File: config.mk
export PLATFORM = sky130hd
export DESIGN_NAME = pll_mdrp_host_flat
export DESIGN_NICKNAME = d
export VERILOG_FILES = /design/src/rtl/pll_mdrp_host_if.sv /design/src/rtl/pll_mdrp_host.sv /design/src/flat_wrapper.sv
export SDC_FILE = /design/constraint.sdc
export NUM_CORES = 1
export LEC_CHECK = 0
export CAP_MARGIN = 25
export CORE_MARGIN = 8
export CORE_UTILIZATION = 40
export CTS_BUF_LIST = sky130_fd_sc_hd__clkbuf_4
export DETAILED_ROUTE_END_ITERATION = 6
export PLACE_DENSITY_LB_ADDON = 0.12
export SYNTH_ARGS = -nofsm -noshare
export SYNTH_HDL_FRONTEND = slang
export SYNTH_SLANG_ARGS = --single-unit
File: constraint.sdc
create_clock -name clk_i -period 2.9 [get_ports clk_i]
set_input_delay 0.58 -clock clk_i [delete_from_list [all_inputs] [get_ports clk_i]]
set_output_delay 0.58 -clock clk_i [all_outputs]
set_load 0.01 [all_outputs]
File: src/rtl/pll_mdrp_host_if.sv
// ============================================================================
// Module   : pll_mdrp_host_if
// Purpose  : Request/response bus and MDRP-side signals of the PLL MDRP host.
// Revision : 1.0  initial release
// ============================================================================
`default_nettype none

interface pll_mdrp_host_if;
    // Request side
    logic       req;
    logic       we;
    logic [7:0] addr;
    logic [7:0] wdata;
    logic [7:0] mask;
    logic       busy;
    logic       ack;
    logic       err;
    logic [7:0] rdata;
    // MDRP side (toward the PLL bypass inputs)
    logic       md_inc;
    logic [1:0] md_opc;
    logic [7:0] md_rd_data;
    logic [7:0] md_wr_data;

    // Requester plus PLL side of the link
    modport master (
        output req, we, addr, wdata, mask, md_rd_data,
        input  busy, ack, err, rdata, md_inc, md_opc, md_wr_data
    );

    // The host itself
    modport slave (
        input  req, we, addr, wdata, mask, md_rd_data,
        output busy, ack, err, rdata, md_inc, md_opc, md_wr_data
    );
endinterface

`default_nettype wire

File: src/rtl/pll_mdrp_host.sv
// ============================================================================
// Module   : pll_mdrp_host
// Purpose  : Turns random-access read / masked-write requests into the PLL's
//            incrementing-address MDRP sequence (pointer reset, INC, write).
// Revision : 1.0  initial release
// ============================================================================
`default_nettype none

module pll_mdrp_host #(
    parameter int         RD_LAT   = 2,
    parameter logic [7:0] ADDR_MAX = 8'h3F
) (
    input  logic           clk_i,
    input  logic           rst_i,
    pll_mdrp_host_if.slave bus
);

    localparam logic [1:0] c_OPC_RST   = 2'b00;
    localparam logic [1:0] c_OPC_READ  = 2'b10;
    localparam logic [1:0] c_OPC_WRITE = 2'b01;
    localparam logic [2:0] c_LAT_INIT  = 3'(RD_LAT - 1);

    typedef enum logic [2:0] {
        S_IDLE    = 3'd0,
        S_PTR_RST = 3'd1,
        S_SEEK    = 3'd2,
        S_SETTLE  = 3'd3,
        S_WRITE   = 3'd4,
        S_DONE    = 3'd5
    } state_t;

    state_t     state_q;
    logic [7:0] ptr_q;
    logic       ptr_vld_q;
    logic       we_q;
    logic [7:0] addr_q;
    logic [7:0] wdata_q;
    logic [7:0] mask_q;
    logic [2:0] lat_q;
    logic       busy_q;
    logic       ack_q;
    logic       err_q;
    logic [7:0] rdata_q;
    logic       inc_q;
    logic [1:0] opc_q;
    logic [7:0] wr_data_q;

    // Every output is set on the edge that enters the state it belongs to, so
    // a zero-distance seek skips SEEK entirely instead of idling in it.
    always_ff @(posedge clk_i or posedge rst_i) begin
        if (rst_i) begin
            state_q   <= S_IDLE;
            ptr_q     <= 8'h00;
            ptr_vld_q <= 1'b0;
            we_q      <= 1'b0;
            addr_q    <= 8'h00;
            wdata_q   <= 8'h00;
            mask_q    <= 8'h00;
            lat_q     <= 3'd0;
            busy_q    <= 1'b0;
            ack_q     <= 1'b0;
            err_q     <= 1'b0;
            rdata_q   <= 8'h00;
            inc_q     <= 1'b0;
            opc_q     <= c_OPC_RST;
            wr_data_q <= 8'h00;
        end else begin
            case (state_q)
                S_IDLE: begin
                    opc_q <= c_OPC_READ;
                    inc_q <= 1'b0;
                    if (bus.req && !busy_q) begin
                        we_q    <= bus.we;
                        addr_q  <= bus.addr;
                        wdata_q <= bus.wdata;
                        mask_q  <= bus.mask;
                        busy_q  <= 1'b1;
                        if (bus.addr > ADDR_MAX) begin
                            ack_q   <= 1'b1;
                            err_q   <= 1'b1;
                            state_q <= S_DONE;
                        end else if (!ptr_vld_q || (bus.addr < ptr_q)) begin
                            // The PLL pointer only counts up, or is unknown after reset
                            opc_q   <= c_OPC_RST;
                            state_q <= S_PTR_RST;
                        end else if (bus.addr == ptr_q) begin
                            lat_q   <= c_LAT_INIT;
                            state_q <= S_SETTLE;
                        end else begin
                            inc_q   <= 1'b1;
                            state_q <= S_SEEK;
                        end
                    end
                end

                S_PTR_RST: begin
                    ptr_q     <= 8'h00;
                    ptr_vld_q <= 1'b1;
                    opc_q     <= c_OPC_READ;
                    if (addr_q == 8'h00) begin
                        lat_q   <= c_LAT_INIT;
                        state_q <= S_SETTLE;
                    end else begin
                        inc_q   <= 1'b1;
                        state_q <= S_SEEK;
                    end
                end

                S_SEEK: begin
                    ptr_q <= ptr_q + 8'd1;
                    if ((ptr_q + 8'd1) == addr_q) begin
                        inc_q   <= 1'b0;
                        lat_q   <= c_LAT_INIT;
                        state_q <= S_SETTLE;
                    end
                end

                S_SETTLE: begin
                    if (lat_q != 3'd0) begin
                        lat_q <= lat_q - 3'd1;
                    end else begin
                        rdata_q <= bus.md_rd_data;
                        if (we_q) begin
                            wr_data_q <= (bus.md_rd_data & ~mask_q) | (wdata_q & mask_q);
                            opc_q     <= c_OPC_WRITE;
                            state_q   <= S_WRITE;
                        end else begin
                            ack_q   <= 1'b1;
                            state_q <= S_DONE;
                        end
                    end
                end

                S_WRITE: begin
                    opc_q   <= c_OPC_READ;
                    ack_q   <= 1'b1;
                    state_q <= S_DONE;
                end

                S_DONE: begin
                    ack_q   <= 1'b0;
                    err_q   <= 1'b0;
                    busy_q  <= 1'b0;
                    state_q <= S_IDLE;
                end

                default: begin
                    state_q <= S_IDLE;
                end
            endcase
        end
    end

    assign bus.busy       = busy_q;
    assign bus.ack        = ack_q;
    assign bus.err        = err_q;
    assign bus.rdata      = rdata_q;
    assign bus.md_inc     = inc_q;
    assign bus.md_opc     = opc_q;
    assign bus.md_wr_data = wr_data_q;

endmodule

`default_nettype wire

File: src/flat_wrapper.sv
// flat-port wrapper written by rule: the top's interface ports become plain ports
module pll_mdrp_host_flat 
#(
    parameter int         RD_LAT   = 2,
    parameter logic [7:0] ADDR_MAX = 8'h3F
)
  (clk_i, rst_i, bus_req, bus_we, bus_addr, bus_wdata, bus_mask, bus_md_rd_data, bus_busy, bus_ack, bus_err, bus_rdata, bus_md_inc, bus_md_opc, bus_md_wr_data);
  pll_mdrp_host_if bus_i ();
  input  logic clk_i;
  input  logic rst_i;
  input wire logic [$bits(bus_i.req)-1:0] bus_req;
  input wire logic [$bits(bus_i.we)-1:0] bus_we;
  input wire logic [$bits(bus_i.addr)-1:0] bus_addr;
  input wire logic [$bits(bus_i.wdata)-1:0] bus_wdata;
  input wire logic [$bits(bus_i.mask)-1:0] bus_mask;
  input wire logic [$bits(bus_i.md_rd_data)-1:0] bus_md_rd_data;
  output wire logic [$bits(bus_i.busy)-1:0] bus_busy;
  output wire logic [$bits(bus_i.ack)-1:0] bus_ack;
  output wire logic [$bits(bus_i.err)-1:0] bus_err;
  output wire logic [$bits(bus_i.rdata)-1:0] bus_rdata;
  output wire logic [$bits(bus_i.md_inc)-1:0] bus_md_inc;
  output wire logic [$bits(bus_i.md_opc)-1:0] bus_md_opc;
  output wire logic [$bits(bus_i.md_wr_data)-1:0] bus_md_wr_data;
  assign bus_i.req = bus_req;
  assign bus_i.we = bus_we;
  assign bus_i.addr = bus_addr;
  assign bus_i.wdata = bus_wdata;
  assign bus_i.mask = bus_mask;
  assign bus_i.md_rd_data = bus_md_rd_data;
  assign bus_busy = bus_i.busy;
  assign bus_ack = bus_i.ack;
  assign bus_err = bus_i.err;
  assign bus_rdata = bus_i.rdata;
  assign bus_md_inc = bus_i.md_inc;
  assign bus_md_opc = bus_i.md_opc;
  assign bus_md_wr_data = bus_i.md_wr_data;
  pll_mdrp_host #(.RD_LAT(RD_LAT), .ADDR_MAX(ADDR_MAX)) u_core (.clk_i(clk_i), .rst_i(rst_i), .bus(bus_i));
endmodule
==> results_dict.tcl, run 1 <==
set metrics [dict create \
    grtUsageTotal_pct 14.6 \
    reg2reg_from "u_core.ptr_q[0]" \
    clk_path_buf_depth 2 \
    use_met2_pct 21.9 \
    fin_cells 491 \
    hold_violations 0 \
    path_max_fanout 6 \
    finalClockSkew_ps 16.7 \
    root_buffer "clkbuf_4" \
    cts_resized 0 \
    gr-usage-met1_pct 18.1 \
    max_stage_delay_ps 530 \
    io_pins 58 \
    grt_pass1_wl_um 13100 \
    min_period_ps 2480 \
    startpoint "u_core.ptr_q[0]" \
    maxSlewViolCount 0 \
    synth-edff-count 0 \
    grt_overflow 0 \
    async_reset_ff_share_pct 100 \
    worstPathArrival_ps 2830 \
    startpoint_type "flip-flop" \
    synth_fp_nets 367 \
    synth_cells 320 \
    syn_to_final_growth_pct 27.5 \
    firstDrtPassIters 4 \
    place_ws_ps 283 \
    dpl.cell_count 475 \
    syn_area_mm2 0.00327 \
    crit_chain "ha_1 -> nand3_1 -> or3_1 -> a2111oi_2 -> and4_4 -> o311a_4 -> mux2_4" \
    final_util_pct 51.7 \
    p_leak_nw 1.73 \
    ir_worst_vdd_mv 0.447 \
    cts_tree "done" \
    fin_crit_sh_pct 85.6 \
    clk_latency_ps 410 \
    io_buffers 57 \
    cp_slowest_cell "dfrtp_1" \
    cp-end-kind "flip-flop" \
    routedWlPerCell_um 16.0 \
    post_drt_via_cell_ratio 5.23 \
    worstPathRequired_ps 3250 \
    seq_area_mm2 0.00155 \
    hpwl_um 5730 \
    multi_input_area_mm2 0.00159 \
    fillers 774 \
    rsz0062_at_grt "false" \
    antenna_found_initial 0 \
    gp_congestion 0.810 \
    path_clk_slew_ps 100 \
    synthFlopType "dfrtp_1" \
    fp.dieArea_mm2 0.0113 \
    tightest_slew_ps 525 \
    dieWidth_um 106 \
    powerDensity_mw_per_mm2 910 \
    die_h_um 106 \
    outcome "completed" \
    start_util_pct 40.6 \
    ys_types 49 \
    ys_warn_count 0 \
    relSlewSlack_pct 64.6 \
    maxCapViolCount 0 \
    drive_above_1_share_pct 17.1 \
    use_met3_pct 5.93 \
    worst_slack_ps 419 \
    p_total_mw 3.79 \
    final-setup-viol-count 0 \
    final_antenna_net_count 0 \
    setup-tns-final_ps 0 \
    finalInstanceArea_mm2 0.00416 \
    post-cts-setup-buffer-count 0 \
    place_area_mm2 0.00400 \
    hp-start "u_core.bus.md_opc[0]" \
    antenna_cells 0 \
    hp-class "flip-flop to flip-flop" \
    fp-row-count 33 \
    final_nets 428 \
    h-tree-depth 3 \
    clock-sinks 62 \
    remaining_drc_errors 0 \
    fmax_ghz 0.403 \
    ys_seq_area_share_pct 47.5 \
    postCtsHoldBufs 0 \
    synth.avg_cell_area_um2 10.2 \
    routed_wl_um 7850 \
    grt_max_degree 63 \
    coreArea_mm2 0.00805 \
    synth-seq-cells 62 \
    vias 2569 \
    cts_buffers 9 \
    whs_ps 507 \
    grt_pass1_vias 2690 \
    busiest_layer "met2" \
    drt-initial-drc-count 93 \
    criticalPathCategory "flip-flop to flip-flop" \
]
critical path, delay by kind of cell, from the launching register on:
family | cells | cell delay, ps
AND/OR/NAND/NOR | 3 | 790
AO/OA/AOI/OAI | 2 | 640
flip-flops | 1 | 530
adder cells (fa/ha/maj) | 1 | 340
multiplexers | 1 | 130
synthesized netlist by cell type, types with 6 or more instances:
| master | instances | area [µm²] |
|---|---|---|
| inv_1 | 16 | 60.1 |
| ha_1 | 11 | 138 |
| a21oi_1 | 25 | 125 |
| nand3_1 | 7 | 35.0 |
| mux2_2 | 32 | 360 |
| dfrtp_1 | 62 | 1550 |
| nand2_1 | 15 | 56.3 |
| clkbuf_1 | 12 | 45.0 |
| nor2_1 | 27 | 101 |
| nor4_1 | 6 | 37.5 |
| a31oi_1 | 6 | 37.5 |
| mux2i_1 | 9 | 90.1 |
| o21ai_0 | 26 | 130 |
| nor3_1 | 8 | 40.0 |
layout by cell type, fill, tap and decap left out, types with 3 or more instances in the layout:
cell type        instances
dfrtp_1                 62
clkdlybuf4s50_1         57
mux2_2                  32
nor2_1                  27
o21ai_0                 26
a21oi_1                 25
inv_1                   15
nand2_1                 15
ha_1                    11
mux2i_1                  9
clkbuf_4                 9
nor3_1                   7
nand3_1                  7
buf_4                    7
nor4_1                   6
a31oi_1                  6
nor2b_1                  5
xnor2_1                  5
nand4_1                  3
a21o_1                   3
xor2_1                   3
flip-flops by register name, indices dropped and copies added, names as in the netlist, 2 cells and up:
signal	flops
u_core.addr_q	8
u_core.bus.md_opc	2
u_core.bus.md_wr_data	8
u_core.bus.rdata	8
u_core.lat_q	3
u_core.mask_q	8
u_core.ptr_q	8
u_core.state_q	3
u_core.wdata_q	8
kinds of logic after synthesis:
logic type	synth area share, %
fa+ha+maj	4.21
xor+xnor	2.15
compound gates	14.3
simple gates	13.6
buf+inv	3.98
mux	14.3
flops	47.5
report_power, final:
part / total, mW / internal (mW) / leakage (nW) / switching [mW]
combinational: 1.65 / 0.846 / 0.895 / 0.801
clock: 0.704 / 0.352 / 0.0825 / 0.352
sequential: 1.44 / 1.18 / 0.756 / 0.260
layout make-up:
| cell class | count | share of cell area, % |
|---|---|---|
| flip-flops and latches | 62 | 37.3 |
| multi-input cells | 225 | 38.2 |
| clock inverters | 7 | 2.34 |
| repair buffers | 66 | 15.9 |
| clock buffers | 9 | 1.62 |
| well taps | 105 | 3.16 |
| inverters | 17 | 1.53 |
path summary, 6_finish.rpt:
path	end	cells after the start	slack (ps)
setup / recovery	u_core.lat_q[0]	7	420
hold / removal	u_core.bus.md_opc[0]	1	510
setup reg to reg	u_core.lat_q[0]	7	420
hold reg to reg	u_core.bus.md_opc[0]	1	510
max in group asynchronous	u_core.bus.ack	3	2090
min in group asynchronous	u_core.addr_q[7]	3	530
metal layers:
metal	up-vias	part of all wire [%]
met5	-	0
met3	10	8.0
met1	1218	46
met4	0	1.7
li1	1274	-
met2	67	45
Note: power is estimated with default switching activity, not from simulation.
==> run 2: changes to the inputs <==
CORE_ASPECT_RATIO = 1.1   (was default)
==> run 2 against run 1 <==
Net effect:
- clock power up 13%
- clock skew down 1.7 ps
- routed wire length down 1.5%
- sequential power up 3%
- clock-buffer cell count unchanged
- register-to-register slack better by 20 ps
- maximum frequency up 0.65%
- global-route usage up 0.32 points
- non-clock buffer count down 1
- sequential share of layout area down 0.067 points
- highest routed layer unchanged
- worst hold slack worse by 3.1 ps
==> results_dict.tcl, run 2 (synthesized netlist as in run 1, its figures left out) <==
set metrics [dict create \
    min_period_ps 2470 \
    seq_area_mm2 0.00155 \
    grt_pass1_wl_um 13300 \
    worstPathRequired_ps 3270 \
    maxCapViolCount 0 \
    finalClockSkew_ps 15.0 \
    maxSlewViolCount 0 \
    io_buffers 57 \
    clock-sinks 62 \
    final-setup-viol-count 0 \
    clk_latency_ps 410 \
    rsz0062_at_grt "false" \
    cp_slowest_cell "dfrtp_1" \
    outcome "completed" \
    layout_common_cells "dfrtp_1 (62), clkdlybuf4s50_1 (57), mux2_2 (32)" \
    crit_chain "ha_1 -> nand3_1 -> or3_1 -> a2111oi_2 -> and4_4 -> o311a_4 -> mux2_4" \
    antenna_cells 0 \
    multi_input_area_mm2 0.00159 \
    ir_worst_vdd_mv 0.502 \
    fp.dieArea_mm2 0.0113 \
    p_leak_nw 1.73 \
    fp-row-count 34 \
    hold_violations 0 \
    coreArea_mm2 0.00791 \
    relSlewSlack_pct 62.7 \
    fin_crit_sh_pct 85.0 \
    whs_ps 504 \
    cts_resized 0 \
    criticalPathCategory "flip-flop to flip-flop" \
    fmax_ghz 0.406 \
    powerDensity_mw_per_mm2 928 \
    grt_pass1_vias 2734 \
    root_buffer "clkbuf_4" \
    hpwl_um 5550 \
    routedWlPerCell_um 15.7 \
    grt_overflow 0 \
    cts_buffers 9 \
    path_max_fanout 6 \
    antenna_found_initial 0 \
    rrSetupSlack_ps 430 \
    remaining_drc_errors 0 \
    postCtsHoldBufs 0 \
    setup-tns-final_ps 0 \
    drt-initial-drc-count 129 \
    startpoint_type "flip-flop" \
    syn_to_final_growth_pct 27.7 \
    grt_max_degree 63 \
    layout_commonest_cell "dfrtp_1" \
    hp-class "flip-flop to flip-flop" \
    post-cts-setup-buffer-count 0 \
    grtUsageTotal_pct 14.9 \
    final_nets 427 \
    tightest_slew_ps 560 \
    dieWidth_um 102 \
    cp-end-kind "flip-flop" \
    max_stage_delay_ps 540 \
    die_h_um 111 \
    drive_above_1_share_pct 16.9 \
    clk_path_buf_depth 2 \
    worstPathArrival_ps 2830 \
    path_clk_slew_ps 120 \
    start_util_pct 41.3 \
    firstDrtPassIters 4 \
    gp_congestion 0.818 \
    io_pins 58 \
    cts_tree "done" \
    h-tree-depth 3 \
    fillers 762 \
    routed_wl_um 7730 \
    final_antenna_net_count 0 \
    post_drt_via_cell_ratio 5.24 \
    vias 2584 \
]
## run 2: cell types whose count changed in the layout (fill, tap and decap cells not counted), sizes merged
cell / delta
buf: -1
bufinv: +1
clkinvlp: +1
clkinv: -2
## run 2: critical path: cells and delay by family (launching register included)
family | cells | cell delay (ps)
fa+ha+maj | 1 | 340
mux | 1 | 130
simple gates | 3 | 790
flops | 1 | 540
compound gates | 2 | 630
## run 2: worst paths after layout
| path | startpoint | end | cells after the start |
|---|---|---|---|
| worst min-delay path | u_core.bus.md_opc[0] | u_core.bus.md_opc[0] | 1 |
| min in group asynchronous | rst_i | u_core.addr_q[3] | 3 |
| worst max register to register | u_core.ptr_q[0] | u_core.lat_q[0] | 7 |
| worst min register to register | u_core.bus.md_opc[0] | u_core.bus.md_opc[0] | 1 |
| worst max-delay path | u_core.ptr_q[0] | u_core.lat_q[0] | 7 |
| max in group asynchronous | rst_i | u_core.bus.rdata[6] | 3 |
## run 2: layout make-up
class	instances	share of cell area (%)
timing repair buffer	65	15.4
clock buffer	9	1.62
clock inverter	7	2.91
multi-input combinational	225	38.1
tap	108	3.24
sequential	62	37.2
inverter	17	1.53
## run 2: where the power goes
group | leakage (nW) | switching, mW | internal (mW)
registers | 0.756 | 0.314 | 1.18
clock network | 0.0888 | 0.359 | 0.439
logic | 0.883 | 0.739 | 0.843
## run 2: layer usage
metal,global-route usage (%),wire (µm),up-vias
li1,-,-,1272
met4,6.76,136,0
met1,19.3,3640,1240
met2,21.5,3480,59
met3,5.21,476,13
met5,0,0,-
## run 2: metrics by stage
| stage | total power [mW] | area (µm²) | setup WS, ps | instances | utilization, % |
|---|---|---|---|---|---|
| floorplan | 2.48 | 3270 | 564 | 320 | - |
| global placement | 3.08 | 3980 | 295 | 477 | 50.3 |
| detailed placement | 3.10 | 3980 | 252 | 477 | 50.3 |
| CTS | 3.91 | 4170 | 417 | 493 | 52.7 |
| global route | 4.17 | 4170 | 287 | 493 | 52.7 |
| finish | 3.87 | 4170 | 435 | 493 | 52.7 |
==> run 3: changes to the inputs <==
CORE_MARGIN = 5   (was 8)
clock period = 2.2 ns   (was 2.9 ns; I/O delays follow)
==> run 3 against run 2 <==
Net effect:
- cell area is 5.7% higher
- worst hold slack worse by 110 ps
- cell count is 5.9% higher
- via count is 3.9% higher
- power is 33% higher
- utilization is 2.7 points higher
- sequential power is 25% higher
- die area is 11% lower
- routed wire length is 3.9% higher
- maximum frequency is 13% higher
- critical path depth is 1 lower
- largest power group unchanged
==> results_dict.tcl, run 3 (synthesized netlist as in run 1, its figures left out) <==
set metrics [dict create \
    final_antenna_net_count 0 \
    finalClockSkew_ps 14.9 \
    fp-row-count 34 \
    dieWidth_um 96.2 \
    maxCapViolCount 0 \
    fmax_ghz 0.458 \
    cts_buffers 9 \
    whs_ps 398 \
    postCtsHoldBufs 0 \
    h-tree-depth 3 \
    path_max_fanout 4 \
    firstDrtPassIters 4 \
    grt_max_degree 63 \
    worst_slack_ps 15.4 \
    worstPathArrival_ps 2490 \
    clock-sinks 62 \
    p_leak_nw 1.85 \
    fin_crit_sh_pct 99.3 \
    grtUsageTotal_pct 17.3 \
    post_drt_via_cell_ratio 5.14 \
    setup-tns-final_ps 0 \
    path_clk_slew_ps 120 \
    final-setup-viol-count 0 \
    startpoint_type "flip-flop" \
    start_util_pct 41.1 \
    place_ws_ps -259 \
    powerDensity_mw_per_mm2 1170 \
    layout_common_cells "clkdlybuf4s50_1 (57), dfrtp_1 (57), buf_4 (35)" \
    io_pins 58 \
    outcome "completed" \
    min_period_ps 2180 \
    final_nets 456 \
    die_h_um 105 \
    syn_to_final_growth_pct 35.0 \
    fillers 735 \
    maxSlewViolCount 0 \
    power_frac_clock_pct 15.7 \
    relSlewSlack_pct 69.6 \
    routed_wl_um 8030 \
    clk_path_buf_depth 2 \
    criticalPathCategory "flip-flop to flip-flop" \
    cts_tree "done" \
    drive_above_1_share_pct 25.1 \
    tightest_slew_ps 452 \
    grt_pass1_vias 2834 \
    hp-class "primary input to async pin" \
    vias 2684 \
    clk_latency_ps 410 \
    p_switching_mw 1.95 \
    cp-end-kind "flip-flop" \
    remaining_drc_errors 0 \
    rsz0062_at_grt "true" \
    antenna_found_initial 0 \
    antenna_cells 0 \
    fp.dieArea_mm2 0.0101 \
    coreArea_mm2 0.00796 \
    ir_worst_vdd_mv 0.550 \
    worstPathRequired_ps 2500 \
    hold_violations 0 \
    swShare_pct 37.9 \
    drt-initial-drc-count 92 \
    io_buffers 57 \
    grt_pass1_wl_um 13900 \
    hpwl_um 5910 \
    combPwrFrac_pct 48.0 \
    internal_power_mw 3.20 \
    root_buffer "clkbuf_4" \
    gp_congestion 0.800 \
    seqPwrFrac_pct 36.2 \
    routedWlPerCell_um 15.4 \
    grt_overflow 0 \
]
==> run 3: cell count changes in the layout (fill, tap and decap cells not counted), sizes merged <==
cell	delta
buf	+29
bufinv	-2
clkinv	+2
==> run 3: what timing repair did <==
| item | 4_1_cts | 5_1_grt |
|---|---|---|
| gates resized for setup | 3 | 10 |
| setup buffers | 2 | 2 |
| endpoints found under the setup margin | 3 | 5 |
| pin swaps | 2 | 7 |
==> run 3: worst max-delay path: stages (launching register included) <==
cell	delay [ps]
dfrtp_1	410
and2b_1	210
or4_4	470
a31o_1	250
and4_4	180
o311a_4	310
mux2_4	250
==> run 3: per-layer routing <==
metal / GRT usage (%) / vias up / routed length, µm
met5: 0 / - / 0
met4: 6.30 / 0 / 158
met3: 4.46 / 17 / 376
met2: 27.0 / 62 / 3900
met1: 23.1 / 1281 / 3600
li1: - / 1324 / -
==> run 3: power groups by stage <==
stage	registers [mW]	logic, mW	clock network, mW
2_1_floorplan	1.91	1.38	0
3_3_place_gp	1.88	2.34	0
3_5_place_dp	1.89	2.37	0
4_1_cts	1.87	2.42	0.835
5_1_grt	1.93	2.74	0.880
6_report	1.86	2.47	0.810
==> run 3: cell type report <==
cell class              instances  area (µm²)  area share (%)
flip-flops and latches         62        1560            35.3
multi-input cells             225        1650            37.3
well taps                     108         135            3.07
clock buffers                   9        67.6            1.53
repair buffers                 94         865            19.6
inverters                      17        63.8            1.45
clock inverters                 7        73.8            1.67
==> run 3: per-stage QoR <==
stage,cell area [µm²],power (mW),cells,utilization (%)
5_1_grt,4410,5.55,522,55.4
3_3_place_gp,4190,4.22,502,52.6
6_report,4410,5.14,522,55.4
2_1_floorplan,3280,3.29,320,-
4_1_cts,4360,5.12,520,54.8
3_5_place_dp,4190,4.26,502,52.6
==> run 3: path summary, 6_finish.rpt <==
check | start | endpoint | slack, ps | depth (start not counted)
setup / recovery | u_core.ptr_q[5] | u_core.lat_q[0] | 20 | 6
hold / removal | rst_i | u_core.addr_q[3] | 400 | 3
setup reg to reg | u_core.ptr_q[5] | u_core.lat_q[0] | 20 | 6
hold reg to reg | u_core.bus.md_opc[0] | u_core.bus.md_opc[0] | 500 | 1
max in group asynchronous | rst_i | u_core.state_q[1] | 1500 | 3
min in group clk_i | u_core.bus.md_opc[0] | u_core.bus.md_opc[0] | 500 | 1
